--- src/rtl/issue_pkg.sv ---
// Shared helpers for the issue station: derived width computation used by
// the station top and its selection logic.
package issue_pkg;

    // Bits needed to index n items; never narrower than one bit.
    function automatic int id_bits(input int n);
        return (n > 1) ? $clog2(n) : 1;
    endfunction

endpackage

--- src/rtl/age_select.sv ---
// One-hot grant over a ready vector. With ISSUE_STATION_AGE_EN the age matrix
// picks the oldest requester; otherwise the lowest-index requester wins.
module age_select #(
    parameter int N = 8
) (
    input  logic [N-1:0]   req,
`ifdef ISSUE_STATION_AGE_EN
    input  logic [N*N-1:0] older,
`endif
    output logic [N-1:0]   grant
);

`ifdef ISSUE_STATION_AGE_EN
    // older[i*N+j] set means entry j is older than entry i.
    always_comb begin
        for (int i = 0; i < N; i++) begin
            grant[i] = req[i];
            for (int j = 0; j < N; j++) begin
                if (req[j] && older[i*N+j]) grant[i] = 1'b0;
            end
        end
    end
`else
    always_comb begin
        logic found;
        found = 1'b0;
        for (int i = 0; i < N; i++) begin
            grant[i] = req[i] && !found;
            if (req[i]) found = 1'b1;
        end
    end
`endif

endmodule

--- src/rtl/issue_station_age.sv ---
// Reservation station issuing the oldest ready entry (ISSUE_STATION_AGE_EN)
// or the lowest-index ready entry (macro undefined) to one functional unit.
module issue_station_age
    import issue_pkg::*;
#(
    parameter int STATION_SIZE   = 8,
    parameter int INST_ID_BIT    = 8,
    parameter int NUM_REG        = 8,
    parameter int IMM_BIT        = 4,
    parameter int NUM_SRC        = 2,
    parameter int REG_ID_BIT     = id_bits(NUM_REG),
    parameter int STATION_ID_BIT = id_bits(STATION_SIZE)
) (
    input  logic                          clk,
    input  logic                          rst,
    input  logic                          in_vld,
    output logic                          in_rdy,
    input  logic [INST_ID_BIT-1:0]        in_id,
    input  logic [REG_ID_BIT-1:0]         in_dst_reg,
    input  logic [NUM_SRC*REG_ID_BIT-1:0] in_src_regs,
    input  logic [IMM_BIT-1:0]            in_imm,
    input  logic [NUM_REG-1:0]            ready_reg_mask,
    input  logic                          flush,
    output logic                          out_vld,
    input  logic                          out_rdy,
    output logic [INST_ID_BIT-1:0]        out_id,
    output logic [REG_ID_BIT-1:0]         out_dst_reg,
    output logic [NUM_SRC*REG_ID_BIT-1:0] out_src_regs,
    output logic [IMM_BIT-1:0]            out_imm,
    output logic [NUM_REG-1:0]            pending_read,
    output logic [STATION_ID_BIT:0]       count,
    output logic                          empty,
    output logic                          full
);

    localparam int CW = STATION_ID_BIT + 1;

    typedef struct packed {
        logic [INST_ID_BIT-1:0]        id;
        logic [REG_ID_BIT-1:0]         dst;
        logic [NUM_SRC*REG_ID_BIT-1:0] srcs;
        logic [IMM_BIT-1:0]            imm;
    } entry_t;

    entry_t                  entry_q [STATION_SIZE];
    entry_t                  entry_d [STATION_SIZE];
    logic [STATION_SIZE-1:0] valid_q, valid_d;
    logic [CW-1:0]           count_q, count_d;

    logic [STATION_SIZE-1:0]   rdy_vec, grant;
    logic [STATION_ID_BIT-1:0] wr_idx, sel_idx;
    logic                      do_wr, do_iss;

    // An entry reading its own destination does not wait on itself.
    always_comb begin
        logic [REG_ID_BIT-1:0] src;
        rdy_vec      = '0;
        pending_read = '0;
        for (int i = 0; i < STATION_SIZE; i++) begin
            rdy_vec[i] = valid_q[i];
            for (int k = 0; k < NUM_SRC; k++) begin
                src = entry_q[i].srcs[k*REG_ID_BIT +: REG_ID_BIT];
                if (!(ready_reg_mask[src] || src == entry_q[i].dst)) rdy_vec[i] = 1'b0;
                if (valid_q[i]) pending_read[src] = 1'b1;
            end
        end
    end

    always_comb begin
        logic found;
        found  = 1'b0;
        wr_idx = '0;
        for (int i = 0; i < STATION_SIZE; i++) begin
            if (!valid_q[i] && !found) begin
                wr_idx = STATION_ID_BIT'(i);
                found  = 1'b1;
            end
        end
    end

`ifdef ISSUE_STATION_AGE_EN
    logic [STATION_SIZE-1:0]              older_q [STATION_SIZE];
    logic [STATION_SIZE-1:0]              older_d [STATION_SIZE];
    logic [STATION_SIZE*STATION_SIZE-1:0] older_flat;

    // A new entry is younger than every entry already valid.
    always_comb begin
        for (int i = 0; i < STATION_SIZE; i++) older_d[i] = older_q[i];
        if (flush) begin
            for (int i = 0; i < STATION_SIZE; i++) older_d[i] = '0;
        end else if (do_wr) begin
            for (int j = 0; j < STATION_SIZE; j++) begin
                older_d[wr_idx][j] = valid_q[j] && (STATION_ID_BIT'(j) != wr_idx);
                older_d[j][wr_idx] = 1'b0;
            end
        end
        for (int i = 0; i < STATION_SIZE; i++) begin
            older_flat[i*STATION_SIZE +: STATION_SIZE] = older_q[i];
        end
    end

    always_ff @(posedge clk) begin
        for (int i = 0; i < STATION_SIZE; i++) older_q[i] <= rst ? '0 : older_d[i];
    end
`endif

    age_select #(.N(STATION_SIZE)) u_sel (
        .req   (rdy_vec),
`ifdef ISSUE_STATION_AGE_EN
        .older (older_flat),
`endif
        .grant (grant)
    );

    always_comb begin
        sel_idx = '0;
        for (int i = 0; i < STATION_SIZE; i++) begin
            if (grant[i]) sel_idx = STATION_ID_BIT'(i);
        end
    end

    assign full         = &valid_q;
    assign empty        = ~|valid_q;
    assign count        = count_q;
    assign in_rdy       = !full;
    assign out_vld      = |rdy_vec;
    assign out_id       = entry_q[sel_idx].id;
    assign out_dst_reg  = entry_q[sel_idx].dst;
    assign out_src_regs = entry_q[sel_idx].srcs;
    assign out_imm      = entry_q[sel_idx].imm;
    assign do_wr        = in_vld && in_rdy;
    assign do_iss       = out_vld && out_rdy;

    // Flush wins over any same-cycle write or issue.
    always_comb begin
        for (int i = 0; i < STATION_SIZE; i++) entry_d[i] = entry_q[i];
        valid_d = valid_q;
        count_d = count_q;
        if (flush) begin
            valid_d = '0;
            count_d = '0;
        end else begin
            if (do_wr) begin
                valid_d[wr_idx] = 1'b1;
                entry_d[wr_idx] = '{id: in_id, dst: in_dst_reg, srcs: in_src_regs, imm: in_imm};
            end
            if (do_iss) valid_d[sel_idx] = 1'b0;
            case ({do_wr, do_iss})
                2'b10:   count_d = count_q + CW'(1);
                2'b01:   count_d = count_q - CW'(1);
                default: count_d = count_q;
            endcase
        end
    end

    always_ff @(posedge clk) begin
        if (rst) begin
            valid_q <= '0;
            count_q <= '0;
            for (int i = 0; i < STATION_SIZE; i++) entry_q[i] <= '0;
        end else begin
            valid_q <= valid_d;
            count_q <= count_d;
            for (int i = 0; i < STATION_SIZE; i++) entry_q[i] <= entry_d[i];
        end
    end

endmodule

--- config.mk ---
export PLATFORM = sky130hd
export DESIGN_NAME = issue_station_age
export DESIGN_NICKNAME = d
export VERILOG_FILES = /design/src/rtl/issue_pkg.sv /design/src/rtl/age_select.sv /design/src/rtl/issue_station_age.sv
export SDC_FILE = /design/constraint.sdc
export NUM_CORES = 1
export LEC_CHECK = 0
export CAP_MARGIN = 10
export CORE_MARGIN = 10
export CORE_UTILIZATION = 40
export DETAILED_ROUTE_END_ITERATION = 6
export PLACE_DENSITY = 0.59
export SLEW_MARGIN = 0
export SYNTH_ARGS = -nofsm -noshare
export SYNTH_HDL_FRONTEND = slang
export SYNTH_SLANG_ARGS = --single-unit
--- constraint.sdc ---
create_clock -name clk -period 3.8 [get_ports clk]
set_input_delay 0.76 -clock clk [delete_from_list [all_inputs] [get_ports clk]]
set_output_delay 0.76 -clock clk [all_outputs]
set_load 0.01 [all_outputs]
; ---- Word-level counts from Yosys, hierarchy flattened
; Memory sizes are Yosys's and may differ from the RTL's.
; Index checks and enable logic that the tools add are counted.
[op_classes]
muxes = 148
n_reduce_logical = 78
bitwise = 27
magnitude_cmp = 38
n_addsub = 2
n_eq_ne = 18
[op_table]
columns = cell, n
row1 = 168-bit two-way mux, 2
row2 = 21-bit two-way mux, 9
row3 = 168-bit bitwise mux, 1
row4 = 8-bit two-way mux, 19
row5 = 8-bit bitwise OR, 16
row6 = 3-bit by 4-bit less-than comparator with 1-bit output (second input constant), 18
row7 = 1-bit two-way mux, 69
row8 = 21-bit demux with 3-bit select, 1
row9 = 1-bit demux with 3-bit select, 18
row10 = 3-bit by 1-bit >= comparator with 1-bit output (second input constant), 18
row11 = 1-bit binary-select mux with 3-bit select, 16
row12 = 3-bit equality test, 16
row13 = 3-bit two-way mux, 12
row14 = 1-bit logical AND, 35
row15 = 1-bit logical NOT, 22
row16 = 1-bit logical OR, 16
row17 = 8-bit OR reduction, 2
row18 = 8-bit bitwise AND, 1
row19 = 8-bit NOT, 1
row20 = 1-bit bitwise OR, 8
row21 = 4-bit case mux with 2 select lines, 1
row22 = 8-bit AND reduction, 1
row23 = 4-bit by 1-bit adder with 4-bit output (second input constant), 1
row24 = 4-bit >= comparator (second input constant), 1
row25 = 7 further kinds, 7
[totals]
mem_bits_rw = 168
n_memories = 1
wordCells = 314
reg_bits = 12
[memory_table]
columns = memory, depth, width, rd, rd_ports_with_merged_regs, write_ports, line_no
row1 = entry_q, 8, 21, 9, 0, 8, issue_station_age.sv:45  ; entry_t entry_q [STATION_SIZE];

; ---- Longest topological paths before layout
; An unclocked memory read counts as a cell.
[logic_depth]
depth_word = 36
mapped_depth = 15

; ---- Modules after synthesis
; From an unflattened synthesis, not the netlist that was laid out.
[hier_totals]
cells_unflattened = 1450
hier_area_um2 = 10896.7
[by_module_without_submodules]
columns = mod, instances, area_per_inst_um2, cells_per_inst, seq_area_each_um2
row1 = issue_station_age, 1, 10812.9, 1439, 3603.5
row2 = age_select, 1, 83.8, 11, 0.0

; ---- Worst setup path after synthesis
; OpenSTA, ideal clock, no wires.
[synth_timing]
path_type = input to register
startpoint = in ready_reg_mask[3]
endpoint = reg count_q[3], in the netlist count[3]
arrival_ps = 3744
n_path_buf = 1
setup_time_ps = 70
cell_stages = 15
setup_slack_ps = -14
path_cell_list = buf_2 mux4_2 a311oi_1 a21o_1 a2bb2oi_1 nand4_1 o21ai_0 inv_1 ha_1 ha_1 a21o_1 a21oi_1 xnor2_1 or3_1 a21oi_1
[synth_between]
elab_chain_len = 9
[synth_lines]
columns = item, line_no
row1 = from (decl), issue_station_age.sv:22  ; input logic [NUM_REG-1:0] ready_reg_mask,
row2 = 1-bit binary-select mux with 3-bit select, issue_station_age.sv:63  ; if (!(ready_reg_mask[src] || src == entry_q[i].dst)) rdy_vec[i] = 1'b0;
row3 = 1-bit two-way mux (not written as such), issue_station_age.sv:63
row4 = 1-bit logical OR, issue_station_age.sv:63
row5 = 1-bit two-way mux (2 in a row), issue_station_age.sv:63
row6 = 8-bit OR reduction *, issue_station_age.sv:126  ; assign out_vld = |rdy_vec;
row7 = 1-bit logical AND *, issue_station_age.sv:132  ; assign do_iss = out_vld && out_rdy;
row8 = 2-bit by 1-bit equality test with 1-bit output or 2-bit equality test (tied branches), issue_station_age.sv:148  ; case ({do_wr, do_iss})
row9 = 4-bit case mux with 2 select lines or 2-bit nonzero test (tied branches), -
row10 = to (signal assigned), issue_station_age.sv:163  ; count_q <= count_d;
row11 = to (decl), issue_station_age.sv:48  ; logic [CW-1:0] count_q, count_d;
; Every way passes the cells marked *; elsewhere a longest branch is shown, timed or not. The select of a mux whose other input is x is not followed.
; A chain may end at the register's enable or synchronous reset.

; ---- Final worst setup path
[layout_timing]
startpoint = in ready_reg_mask[3]
endpoint = out out_dst_reg[2]
[layout_between]
elab_chain_len = 16
[layout_lines]
columns = item, line_no
row1 = 1-bit binary-select mux with 3-bit select, issue_station_age.sv:63
row2 = 1-bit two-way mux (not written as such), issue_station_age.sv:63
row3 = 1-bit logical OR, issue_station_age.sv:63
row4 = 1-bit two-way mux (2 in a row), issue_station_age.sv:63
row5 = 1-bit two-way mux, age_select.sv:29  ; if (req[i]) found = 1'b1;
row6 = 1-bit two-way mux or 1-bit logical NOT (tied branches), "age_select.sv:29, age_select.sv:28"
row7 = 1-bit two-way mux (tied with other cells), age_select.sv:29
row8 = 1-bit logical NOT (tied with other cells), age_select.sv:28  ; grant[i] = req[i] && !found;
row9 = 1-bit logical AND (tied with other cells), age_select.sv:28
row10 = 3-bit two-way mux (tied with other cells) (3 in a row), issue_station_age.sv:118  ; if (grant[i]) sel_idx = STATION_ID_BIT'(i);
row11 = 3-bit two-way mux or 1-bit logical AND (tied branches), "issue_station_age.sv:118, age_select.sv:28"
row12 = 3-bit two-way mux *, issue_station_age.sv:118
row13 = memory read 8 x 21 bit *, -
row14 = to (decl), issue_station_age.sv:27  ; output logic [REG_ID_BIT-1:0] out_dst_reg,
; Marked as above.

==> implementation parameters <==
Parameter                              Value

Setup path
  Startpoint of the lowest-slack register-to-register path    entry_q[7][7]$_SDFFE_PP0P_
  Levels on crit path    16
  Cell Chain, Critical Path    buf_8, buf_8, buf_6, mux4_2, mux2i_1, a221o_1, o41a_4, buf_6, nor4_4, buf_6, buf_12, buf_8, a222oi_1, buf_4, o221ai_2, buf_2
  Sum of buffers and inverters on the critical path    9
  Critical path's largest stage delay    510 ps
  Largest fanout on the critical path    6
  CP Data Required Time    roughly 3000 ps
  Path depth of the worst reg2reg path    16
  Type of the worst setup path    in2out
  Cell class contributing the biggest share of worst-path delay    buffers and inverters
  WP data arrival    about 3700 ps
  Crit. Startpoint    ready_reg_mask[3]
  Critical path startpoint category    input port
  Crit path max-delay cell type    sky130_fd_sc_hd__a222oi_1
  Kind of capture point of the worst setup path    output port

Floorplan
  Number of top-level pins    71
  Starting Density    between 40% and 50%
  Number of rows created at floorplan    60
  Die span in x    185 µm
  Die area    between 30000 and 40000 µm²
  Area of the core    roughly 27000 µm²
  Die height    around 180 µm

Synthesis
  Avg Synthesized Cell Area    approximately 7.8 µm²
  Warning count from the yosys run    0
  Post-Syn Area    approximately 11000 µm²
  Sequential fraction of the synthesis area    roughly a third
  Area share of the leading cell type in the synthesized netlist    33.2%
  Cell type contributing the most total cell area after synthesis    sky130_fd_sc_hd__dfxtp_1
  Number of distinct library cells after synthesis    73
  Post-Synthesis Cells    ~1400
  Fraction of synthesis flops using an asynchronous set or reset pin    0%
  Leading post-synthesis cells by cell area    sky130_fd_sc_hd__dfxtp_1 33%, sky130_fd_sc_hd__nand2_1 11%, sky130_fd_sc_hd__a21oi_1 7.1%, sky130_fd_sc_hd__mux2i_1 6.4%, sky130_fd_sc_hd__mux4_2 4.8%
  Prevailing post-synth register cell    sky130_fd_sc_hd__dfxtp_1
  Synthesized Nets    between 1000 and 1500
  Number of flops mapped to enable cells by yosys    0
  Most common cell in the synthesized netlist    sky130_fd_sc_hd__nand2_1
  Seq cells post-synth    between 150 and 200
  Cell types with the highest counts after synthesis    304 x sky130_fd_sc_hd__nand2_1, 180 x sky130_fd_sc_hd__dfxtp_1, 154 x sky130_fd_sc_hd__a21oi_1

Cells and area
  Final Core Density    a little over half
  Post-route cell area    14300 µm²
  Layout overhead on the synthesized area    31.4%
  Fillcell total    around 2500
  Ant diodes    0
  Number of nets in the final layout    roughly 1600
  Fraction of final layout cells with drive strength greater than 1    approximately a quarter

STA
  Max_slew headroom    a little under a third
  Final setup violation count    21
  Final setup skew    roughly 14 ps
  Final Hold Viols    0
  Setup WS post-layout    -660 ps
  Unrepaired setup endpoints after global routing    true
  Tcrit/Tclk final    117%
  Max-slew violation count    0
  Max Clock Freq    around 220 MHz
  Tmin final    4460 ps
  Worst Max-Slew Pin Slew    slightly above 1000 ps

Clock network
  Worst-case clock buffer depth    2
  Count of H-tree levels built during CTS    4
  CTS tree    yes
  Skew-Pair Late Insertion Delay    440 ps
  CTS root buf    sky130_fd_sc_hd__clkbuf_16
  CTS Hold Buffers Added    0
  Number of buffers created by CTS    17
  Number of sinks on the clock net    180
  Clk slew on worst S/H paths    80 ps

Route
  Post-route ant nets    0
  Detailed router's first-iteration violation count    1448
  DRC viols    3
  Pre-antenna DRT Iters    7
  Via density per instance    6.04
  Average routed wire per standard cell    23.8 µm
  Via count    between 10000 and 15000
  Final routed wirelength across all metal layers    around 45000 µm

Status
  Failing checks    DRC, setup timing
  Result of the run    complete, but fails checks

Power and ir drop
  Share of total power in the clock network    a little over two fifths
  Switching share of power    between 20% and 30%
  Standby leakage power    approximately 5.3 nW
  Switching power summed over all nets    approximately 1.1 mW
  Worst supply voltage drop on vdd    0.244 mV
  Relative contribution of combinational cells to total power    about a tenth
  Power density normalized to cell area    approximately 290 nW/µm²
  Internal Pwr Total    slightly below 3 mW
  Sequential group share of total power    a little under half

Place
  Port Buffer Count    70
  Placer's final routability congestion estimate    1.01
  Detailed Place HPWL    30700 µm
  Cell area after placement    roughly 13000 µm²
  Worst setup slack after placement    -1400 ps

GRT
  Vias in the first global route    about 11000
  GR Util All Layers    between 20% and 30%
  First-pass GRT wire length    about 70000 µm
  Maximum number of pins on one net before global-route repair    165
  GRT Residual Overflow    0
  Number of antenna violations at the first check in global routing    0

Worst hold path
  Classification of the worst-slack hold path    reg2reg
  Number of instances on the worst hold path    2
  HP Start    entry_q[0][2]$_SDFFE_PP0P_

Run
  Max-capacitance violation count    0
-- layer usage --
metal  routed length (µm)  global-route usage [%]  vias to the layer above
met5                    0                       0                        -
met4                 2190                    13.0                        0
met3                 2930                    4.29                      131
met2                21600                    43.5                      552
met1                18300                    31.7                     5522
li1                     -                       -                     5256
-- layout make-up --
| type | count | area [µm²] | share of cell area, % |
|---|---|---|---|
| Clock buffer | 17 | 425 | 2.98 |
| Clock inverter | 14 | 161 | 1.13 |
| Inverter | 25 | 93.8 | 0.658 |
| Multi-Input combinational cell | 1038 | 6900 | 48.3 |
| Sequential cell | 180 | 3610 | 25.3 |
| Tap cell | 341 | 427 | 2.99 |
| Timing Repair Buffer | 281 | 2660 | 18.6 |
-- registers in the layout, indices dropped and copies added (netlist names) --
name     count
count        4
entry_q    168
valid_q      8
-- power by group through the flow --
stage | sequential [mW] | combinational [mW] | clock, mW
3_3_place_gp | 1.96 | 0.374 | 0
5_1_grt | 1.92 | 0.437 | 1.86
2_1_floorplan | 1.95 | 0.205 | 0
3_5_place_dp | 1.96 | 0.375 | 0
4_1_cts | 1.92 | 0.399 | 1.79
6_report | 1.92 | 0.414 | 1.76
-- per-stage QoR --
stage	hold slack [ps]	power, mW	TNS [ps]	std cells
6_report	455	4.09	-10870	1896
5_1_grt	471	4.22	-12120	1896
4_1_cts	454	4.10	-10750	1894
3_5_place_dp	443	2.34	-31640	1814
3_3_place_gp	440	2.33	-31440	1814
2_1_floorplan	433	2.16	0	1397
-- logic make-up (layout without fill, tap and decap cells) --
logic type / count (synthesis) / after routing / share of synthesized area, %
simple gates: 536 / 536 / 22.2
fa+ha+maj: 4 / 4 / 0.530
xor+xnor: 43 / 43 / 3.47
buf+inv: 179 / 337 / 6.98
flops: 180 / 180 / 33.2
compound gates: 358 / 358 / 22.0
mux: 97 / 97 / 11.6
-- what timing repair did --
| item | 4_1_cts | 5_1_grt |
|---|---|---|
| cloned | 10 | 1 |
| resized for setup | 224 | 38 |
| pin swaps | 49 | 33 |
| setup endpoints to repair | 25 | 25 |
| setup buffers | 40 | 6 |
-- final timing paths --
path                                      to  slack (ps)
hold / removal    entry_q[0][2]$_SDFFE_PP0P_         450
setup reg to reg       count[3]$_SDFFE_PP0P_          90
setup / recovery              out_dst_reg[2]        -660
hold reg to reg   entry_q[0][2]$_SDFFE_PP0P_         450
-- layout by cell type, fill, tap and decap left out, drive strengths merged, types with 15 or more instances in the layout --
cell           instances
inv                   31
clkdlybuf4s50         39
nor3                  27
o21ai                 32
nand3                 16
a211oi                20
mux4                  23
a22oi                 15
a31oi                 16
and2                  16
buf                  238
clkbuf                21
nor2                  84
dfxtp                180
a22o                  26
xnor2                 30
mux2i                 69
nand2                304
a222oi                18
a21oi                156
nand2b                23
-- tightest hold or removal path, delay by kind of cell (launching register included) --
kind | cells | cell delay (ps)
AO/OA/AOI/OAI | 1 | 50
AND/OR/NAND/NOR | 1 | 50
flip-flops | 1 | 310
(Power assumes the default switching activity.)
